File: src/rtl/pixel_window_pkg.sv
// Shared widths, window geometry and FSM encoding for the sliding-window streamer.
package pixel_window_pkg;

    localparam int DWIDTH   = 16;
    localparam int LWIDTH   = 8;
    localparam int FSIZE    = 5;
    localparam int MAXWIDTH = 64;
    localparam int AWIDTH   = $clog2(MAXWIDTH);
    localparam int NTAPS    = FSIZE * FSIZE;

    typedef logic [1:0] state_t;

    localparam state_t ST_IDLE   = 2'd0;
    localparam state_t ST_STREAM = 2'd1;
    localparam state_t ST_FLUSH  = 2'd2;

endpackage

File: src/rtl/pixel_window_line_ram.sv
// Single-port line buffer: read-before-write with a registered read port.
module line_ram
    import pixel_window_pkg::*;
#(
    parameter int DEPTH = MAXWIDTH,
    parameter int WIDTH = DWIDTH
)
(
    input  logic                     clk,
    input  logic                     en,
    input  logic                     we,
    input  logic [$clog2(DEPTH)-1:0] addr,
    input  logic signed [WIDTH-1:0]  wdata,
    output logic signed [WIDTH-1:0]  rdata
);

    logic signed [WIDTH-1:0] mem [DEPTH];
    logic signed [WIDTH-1:0] rdata_reg;

    always_ff @(posedge clk) begin
        if (en) begin
            rdata_reg <= mem[addr];
            if (we) begin
                mem[addr] <= wdata;
            end
        end
    end

    assign rdata = rdata_reg;

endmodule

File: src/rtl/pixel_window.sv
// Streams an N x N frame in raster order and emits every FSIZE x FSIZE window
// (stride 1, no padding) one cycle after the pixel that completes it is accepted.
module pixel_window
    import pixel_window_pkg::*;
(
    input  logic                     clk,
    input  logic                     xrst,
    input  logic                     start,
    input  logic [LWIDTH-1:0]        img_size,
    input  logic                     in_valid,
    input  logic signed [DWIDTH-1:0] in_data,
    output logic                     in_ready,
    output logic                     out_valid,
    output logic signed [DWIDTH-1:0] pixel [NTAPS],
    output logic                     busy,
    output logic                     done
);

    state_t                  state_reg;
    logic [LWIDTH-1:0]       size_reg;
    logic [LWIDTH-1:0]       col_reg;
    logic [LWIDTH-1:0]       row_reg;
    logic [AWIDTH-1:0]       ptr_reg;
    logic                    out_valid_reg;
    logic signed [DWIDTH-1:0] win_reg   [NTAPS];
    logic signed [DWIDTH-1:0] win_next  [NTAPS];
    logic signed [DWIDTH-1:0] pixel_reg [NTAPS];
    logic signed [DWIDTH-1:0] buf_wdata [FSIZE-1];
    logic signed [DWIDTH-1:0] buf_rdata [FSIZE-1];
    logic                    accept;
    logic                    last_pix;
    logic                    win_ok;

    assign in_ready = (state_reg == ST_STREAM);
    assign busy     = (state_reg != ST_IDLE);
    assign done     = (state_reg == ST_FLUSH);
    assign accept   = in_valid && in_ready;
    assign last_pix = (row_reg == size_reg - 1'b1) && (col_reg == size_reg - 1'b1);
    assign win_ok   = (row_reg >= LWIDTH'(FSIZE - 1)) && (col_reg >= LWIDTH'(FSIZE - 1));

    // The buffers cycle through N-1 addresses, not N: the registered read adds the
    // last cycle of the one-row delay, so the value above is ready in the accept cycle.
    genvar gi, gj;
    generate
        for (gi = 0; gi < FSIZE - 1; gi++) begin : g_line
            if (gi == 0) begin : g_head
                assign buf_wdata[gi] = in_data;
            end else begin : g_tail
                assign buf_wdata[gi] = buf_rdata[gi-1];
            end
            line_ram #(.DEPTH(MAXWIDTH), .WIDTH(DWIDTH)) u_line_ram (
                .clk   (clk),
                .en    (accept),
                .we    (accept),
                .addr  (ptr_reg),
                .wdata (buf_wdata[gi]),
                .rdata (buf_rdata[gi])
            );
        end

        for (gi = 0; gi < FSIZE; gi++) begin : g_row
            for (gj = 0; gj < FSIZE; gj++) begin : g_col
                if (gj < FSIZE - 1) begin : g_shift
                    assign win_next[gi*FSIZE+gj] = win_reg[gi*FSIZE+gj+1];
                end else if (gi < FSIZE - 1) begin : g_from_buf
                    assign win_next[gi*FSIZE+gj] = buf_rdata[FSIZE-2-gi];
                end else begin : g_from_input
                    assign win_next[gi*FSIZE+gj] = in_data;
                end
            end
        end
    endgenerate

    always_ff @(posedge clk or negedge xrst) begin
        if (!xrst) begin
            state_reg     <= ST_IDLE;
            size_reg      <= '0;
            col_reg       <= '0;
            row_reg       <= '0;
            ptr_reg       <= '0;
            out_valid_reg <= 1'b0;
            for (int i = 0; i < NTAPS; i++) begin
                win_reg[i]   <= '0;
                pixel_reg[i] <= '0;
            end
        end else begin
            out_valid_reg <= accept && win_ok;
            for (int i = 0; i < NTAPS; i++) begin
                pixel_reg[i] <= (accept && win_ok) ? win_next[i] : '0;
                if (accept) begin
                    win_reg[i] <= win_next[i];
                end
            end

            case (state_reg)
                ST_IDLE: begin
                    if (start) begin
                        size_reg  <= img_size;
                        col_reg   <= '0;
                        row_reg   <= '0;
                        ptr_reg   <= '0;
                        state_reg <= (img_size >= LWIDTH'(FSIZE)) ? ST_STREAM : ST_FLUSH;
                    end
                end
                ST_STREAM: begin
                    if (accept) begin
                        if (col_reg == size_reg - 1'b1) begin
                            col_reg <= '0;
                            row_reg <= row_reg + 1'b1;
                        end else begin
                            col_reg <= col_reg + 1'b1;
                        end
                        ptr_reg <= (ptr_reg == AWIDTH'(size_reg - LWIDTH'(2))) ? '0 : ptr_reg + 1'b1;
                        if (last_pix) begin
                            state_reg <= ST_FLUSH;
                        end
                    end
                end
                ST_FLUSH: state_reg <= ST_IDLE;
                default:  state_reg <= ST_IDLE;
            endcase
        end
    end

    assign out_valid = out_valid_reg;
    assign pixel     = pixel_reg;

endmodule

File: config.mk
export PLATFORM = sky130hd
export DESIGN_NAME = pixel_window
export DESIGN_NICKNAME = d
export VERILOG_FILES = /design/src/rtl/pixel_window_pkg.sv /design/src/rtl/pixel_window_line_ram.sv /design/src/rtl/pixel_window.sv
export SDC_FILE = /design/constraint.sdc
export NUM_CORES = 2
export LEC_CHECK = 0
export BUFFER_PORTS_ARGS = -buffer_cell sky130_fd_sc_hd__buf_4
export CORE_UTILIZATION = 57
export DETAILED_ROUTE_END_ITERATION = 10
export PLACE_DENSITY = 0.74
export SLEW_MARGIN = 15
export SYNTH_ARGS = -nofsm -noshare
export SYNTH_HDL_FRONTEND = slang
export SYNTH_HIERARCHICAL = 1
export SYNTH_SLANG_ARGS = --single-unit
File: constraint.sdc
create_clock -name clk -period 13.3 [get_ports clk]
set_input_delay 2.66 -clock clk [delete_from_list [all_inputs] [get_ports clk]]
set_output_delay 2.66 -clock clk [all_outputs]
set_load 0.1 [all_outputs]
; ---- Word-level counts from Yosys, hierarchy flattened
; Memories as Yosys holds them, arrays and structs flattened. A register that Yosys moved wholly into a read port is not among the register bits.
; Cells that the tools add are included.
[word_totals]
mem_count = 4
out_inout_bits = 404
latch_bits = 0
mem_bits_rw = 4096
romBits = 0
elab_cells = 126
input_bits = 28
regBits = 753
[memory_table]
columns = memory, words, word_bits, rd, rd_clocked_by_memory_dff, wr, line
row1 = g_line[0].u_line_ram.mem, 64, 16, 1, 1, 1, pixel_window_line_ram.sv:17  ; logic signed [WIDTH-1:0] mem [DEPTH];
row2 = g_line[1].u_line_ram.mem, 64, 16, 1, 1, 1, pixel_window_line_ram.sv:17
row3 = g_line[2].u_line_ram.mem, 64, 16, 1, 1, 1, pixel_window_line_ram.sv:17
row4 = g_line[3].u_line_ram.mem, 64, 16, 1, 1, 1, pixel_window_line_ram.sv:17
[op_classes]
magnitude_cmp = 3
n_addsub = 5
n_eq_ne = 9
mul = 0
n_mux = 43
n_bitwise = 0
n_shift = 0
n_div = 0
n_reduce_logical = 11
[op_table]
columns = operator, n
row1 = two-way mux 16 bit, 25
row2 = two-way mux 8 bit, 5
row3 = one-hot mux 8 bit (2 select lines), 2
row4 = "greater-or-equal comparator 8 x 3 -> 1 bit, second input constant", 3
row5 = two-way mux 6 bit, 3
row6 = "adder 8 x 1 -> 8 bit, second input constant", 2
row7 = equality test 8 bit, 2
row8 = one-hot mux 6 bit (2 select lines), 1
row9 = two-way mux 2 bit, 4
row10 = "subtractor 8 x 1 -> 8 bit, second input constant", 1
row11 = "adder 6 x 1 -> 6 bit, second input constant", 1
row12 = equality test 6 bit, 1
row13 = "inequality test 2 x 1 -> 1 bit, second input constant", 3
row14 = AND reduction 3 bit, 2
row15 = "subtractor 6 x 2 -> 6 bit, second input constant", 1
row16 = logical AND 1 bit, 4
row17 = one-hot mux 2 bit (2 select lines), 1
row18 = AND reduction 4 bit, 1
row19 = nonzero test 2 bit, 2
row20 = "equality test 2 x 1 -> 1 bit, second input constant", 1
row21 = "equality test 2 bit, second input constant", 1
row22 = zero test 2 bit, 1
row23 = two-way mux 1 bit, 2
row24 = "inequality test 2 bit, second input constant", 1
row25 = AND reduction 2 bit, 1

; ---- Logic depth before layout (Yosys ltp)
[logic_depth]
depth_word = 6
mapped_depth = 11

; ---- Modules after synthesis
; Netlist, hierarchy kept.
[by_module_without_submodules]
columns = mod, cells_each, area_per_inst_um2, n_inst
row1 = line_ram, 2289, 40064.7, 4
row2 = pixel_window, 2477, 26942.1, 1

; ---- Worst setup path before layout
; OpenSTA, ideal clock, no wires.
[synth_timing]
path_type = input to register
startpoint = input port in_valid
endpoint = memory g_line[0].u_line_ram/mem[13][0] in the netlist's numbering (enable)
stages = 9
setup_slack_ns = 6.089
arrival_ns = 6.823
n_path_buf = 3
required_ns = 12.912
cell_sequence = nand2_1 clkbuf_1 inv_1 clkbuf_1 clkbuf_1 nand2_1 nor2_1 nand2_1 nor2_1
[synth_between]
elab_chain_cells = 3
[synth_lines]
columns = item, line
row1 = "start, declared", pixel_window.sv:10  ; input logic in_valid,
row2 = logical AND 1 bit, pixel_window.sv:37  ; assign accept = in_valid && in_ready;
row3 = net accept, pixel_window.sv:30  ; logic accept;
row4 = two-way mux 1 bit, pixel_window_line_ram.sv:21  ; if (en) begin
row5 = two-way mux 1 bit (implied by the code), pixel_window_line_ram.sv:24  ; mem[addr] <= wdata;
row6 = "end, declared", pixel_window_line_ram.sv:17
; The timed path passes the listed nets, and every way through them passes these cells.

; ---- Worst setup path in the final report
[layout_timing]
startpoint = input port in_valid
endpoint = memory g_line[3].u_line_ram/mem[19][12] in the netlist's numbering (enable)
[layout_between]
elab_chain_cells = 3
[layout_lines]
columns = item, line
row1 = logical AND 1 bit, pixel_window.sv:37
row2 = two-way mux 1 bit, pixel_window_line_ram.sv:21
row3 = two-way mux 1 bit (implied by the code), pixel_window_line_ram.sv:24
row4 = "end, declared", pixel_window_line_ram.sv:17
; Every way passes these cells.

==> summary.txt <==
GRT overflow: 0
Setup crit end kind: flop
Per-cell routed wire length: 29.4 microns
Status: completed
Largest net degree at the start of global routing: 298
CTS tree: yes
Crit Path Max Fanout: 100
Area delta synth->final: 12.7%
Yosys top cell area share: 66.7%
Reg power frac: 42.7%
Gp weighted congestion: 0.937
Clk_lat worst skew: 1020 ps
Worst reg2reg setup slack: 7380 ps
Netlist cell types: 78
Final cycle utilization of the critical path: 47.5%
Leak: 74.0 nW
Clock root buffer master: clkbuf_16
Antenna violations before repair: 24
Critical setup path kind: primary input to flop
Switch share: 34.8%
HPWL after DPL: 286,000 microns
Cts hold-fix bufs: 0
Max Clock Freq: 158 MHz
Crit path time final: 6320 ps
Synth cell count leaders: 4,160 x edfxtp_1, 1,207 x nand2_1, 800 x a221oi_1
Pins over their slew limit: 0
Main synth FF type: edfxtp_1
Switching power: 16.1 mW
CP max-delay cell: nor2_1
Synth Net Count: 11,700
Vias in the first global route: 108,000
Drt pass-1 iters: 7
Via density: 6.55
1st-iter DRT viols: 16,000
First-pass GRT wire length: 723,000 microns
Hold_sp: g_line[3].u_line_ram/rdata[12]$_DFFE_PP_
CP bufs+invs: 3
Mapped Cells: 11,600
Peak VDD IR: 0.000221 V
Hold/Removal Path Class: flop to flop
Sink count of the clock tree: 4,913
IO Pins: 432
# resized after CTS: 0
Die ar.: 331,000 sq um
R2R depth: 9
Synthesized area: 187,000 sq um
Final ANT Viol Nets: 0
Reg2reg end: g_line[3].u_line_ram/mem[19][12]$_DFFE_PP_
Core ar.: 327,000 sq um
Pwr per Cell Area: 219 nW/um^2
MaxCap Viol Count: 0
Hold Vio Cnt, Final: 0
CP delay by family, top: simple AND/OR/NAND/NOR gates
Flops & latches, synth: 4,913
Setup violators final: 0
Layout cells sized above 1: 16.7%
Worst path cell trace: buf_4 > nand2_4 > inv_8 > buf_4 > nand2_1 > nor2_1 > nand2_1 > nor2_1
Synth area leaders: edfxtp_1 67%, dfrtp_1 10%, a221oi_1 3.7%, nand2_1 2.4%, a22oi_1 1.7%
Combinational power share: 28.4%
Fin Hold WS: 456 ps
I/O Buffers: 431
Clock transition at path regs: 60 ps
Residual DRC: 0
Most common cell in the netlist: edfxtp_1
Clock network power share: 28.9%
H-tree Lvls: 5
Clk buf depth: 4
Nets@finish: 12,200
Total CTS buffers: 462
Site Rows: 210
CP peak stage delay: 1120 ps
Setup Buffers After CTS: 0
RSZ-0062 raised after global routing: no
Hold EP: win_next[348]$_DFFE_PN0P_
Ys async rst share: 15.3%
Via count: 111,000
Syn_area_per_cell: 16.1 sq um
TNS Setup: 0 ps
CP startpoint kind: primary input
CP required: 13,910 ps
Worst Tran Pin Value: 1390 ps
Critical Path AT: 6930 ps
Internal power: 30.2 mW
Initial Util: 57.2%
Post-synth EDFFs: 4,160
Area leader, netlist: edfxtp_1
Worst Hold Path Cells: 2
Worst rel slew slack: 7.23%
Die height: 575 microns
Largest register FFs: 4,096
Die width: 575 microns
Post-synthesis sequential area ratio: 76.8%
Routed WL: 497,000 microns
Reg2reg start: state_reg[0]$_DFFE_PN0P_
Synthesis Warnings: 6
GRT Resource Usage Total: 29.5%
Post-Route Skew: 56.9 ps
==> through the flow <==
| step | power [mW] | std cells | worst slack [ps] | utilization [%] | area, sq um |
|---|---|---|---|---|---|
| after CTS | 46.0 | 16900 | 6950 | 64.5 | 211000 |
| after detailed placement | 32.7 | 16000 | 5880 | 59.7 | 195000 |
| after floorplan | 27.7 | 11600 | 6090 | - | 187000 |
| after global routing | 47.5 | 16900 | 6770 | 64.5 | 211000 |
| final | 46.2 | 16900 | 6980 | 64.5 | 211000 |
| after global placement | 32.4 | 16000 | 5990 | 59.7 | 195000 |
==> routing by layer <==
layer  global-route usage, %  wire (microns)  vias to the layer above
li1                        -               -                    46300
met1                    40.0          182000                    55900
met4                    12.8           24100                       14
met2                    46.4          233000                     7138
met5                       0             107                        -
met3                    6.68           57400                     1203
==> cell type report <==
class / count / area [sq um]
diodes: 16 / 40.0
clock inverters: 302 / 3310
fillers: 21800 / 116000
repair buffers: 840 / 6460
inverters: 25 / 101
flip-flops and latches: 4913 / 144000
multi-input cells: 5885 / 39700
clock buffers: 562 / 12200
well taps: 4346 / 5440
==> layout by cell type, fill, tap and decap left out, types with 264 or more instances in the layout <==
cell | netlist | final
dfrtp_1 | 753 | 747
and2_1 | 426 | 418
clkbuf_16 | 0 | 465
mux2i_1 | 297 | 297
a22oi_1 | 425 | 425
nand2_1 | 1207 | 1206
edfxtp_1 | 4160 | 4160
o21ai_0 | 448 | 448
mux2_2 | 264 | 264
a221oi_1 | 800 | 800
buf_4 | 50 | 822
nor2_1 | 686 | 651
==> tightest hold or removal path, cell delays in order (launching register included) <==
cell,delay (ps)
edfxtp_1,340
nand2_1,50
nand2_1,50
==> worst max path at each step <==
stage / from / end / slack [ps] / depth (start not counted)
6_report: in_valid / g_line[3].u_line_ram/mem[19][12]$_DFFE_PP_ / 6980 / 8
5_1_grt: in_valid / g_line[3].u_line_ram/mem[19][12]$_DFFE_PP_ / 6770 / 8
4_1_cts: in_valid / g_line[3].u_line_ram/mem[21][2]$_DFFE_PP_ / 6950 / 8
3_5_place_dp: in_valid / g_line[3].u_line_ram/mem[21][4]$_DFFE_PP_ / 5880 / 8
3_3_place_gp: in_valid / g_line[3].u_line_ram/mem[29][7]$_DFFE_PP_ / 5990 / 8
2_1_floorplan: in_valid / g_line[0].u_line_ram/mem[13][0]$_DFFE_PP_ / 6090 / 9
==> logic make-up (layout without fill, tap and decap cells) <==
logic type	Yosys count	in the layout	share of synthesized area, %
AOI/OAI and AO/OA	2441	2441	9.47
xor gates and xnor gates	20	20	0.101
adders and majority gates	7	7	0.0468
buffers and inverters	835	1729	2.15
DFF	4913	4913	76.8
muxes	773	773	5.12
other	0	16	0
and+or+nand+nor	2644	2644	6.31
==> power groups by stage <==
stage / logic (mW) / clock network [mW] / registers [mW]
6_report: 13.1 / 13.4 / 19.7
5_1_grt: 13.6 / 14.1 / 19.8
4_1_cts: 12.8 / 13.5 / 19.7
3_5_place_dp: 12.7 / 0 / 20.0
3_3_place_gp: 12.4 / 0 / 20.0
2_1_floorplan: 6.88 / 0 / 20.9
No activity file was read; power rests on OpenSTA's default activity.
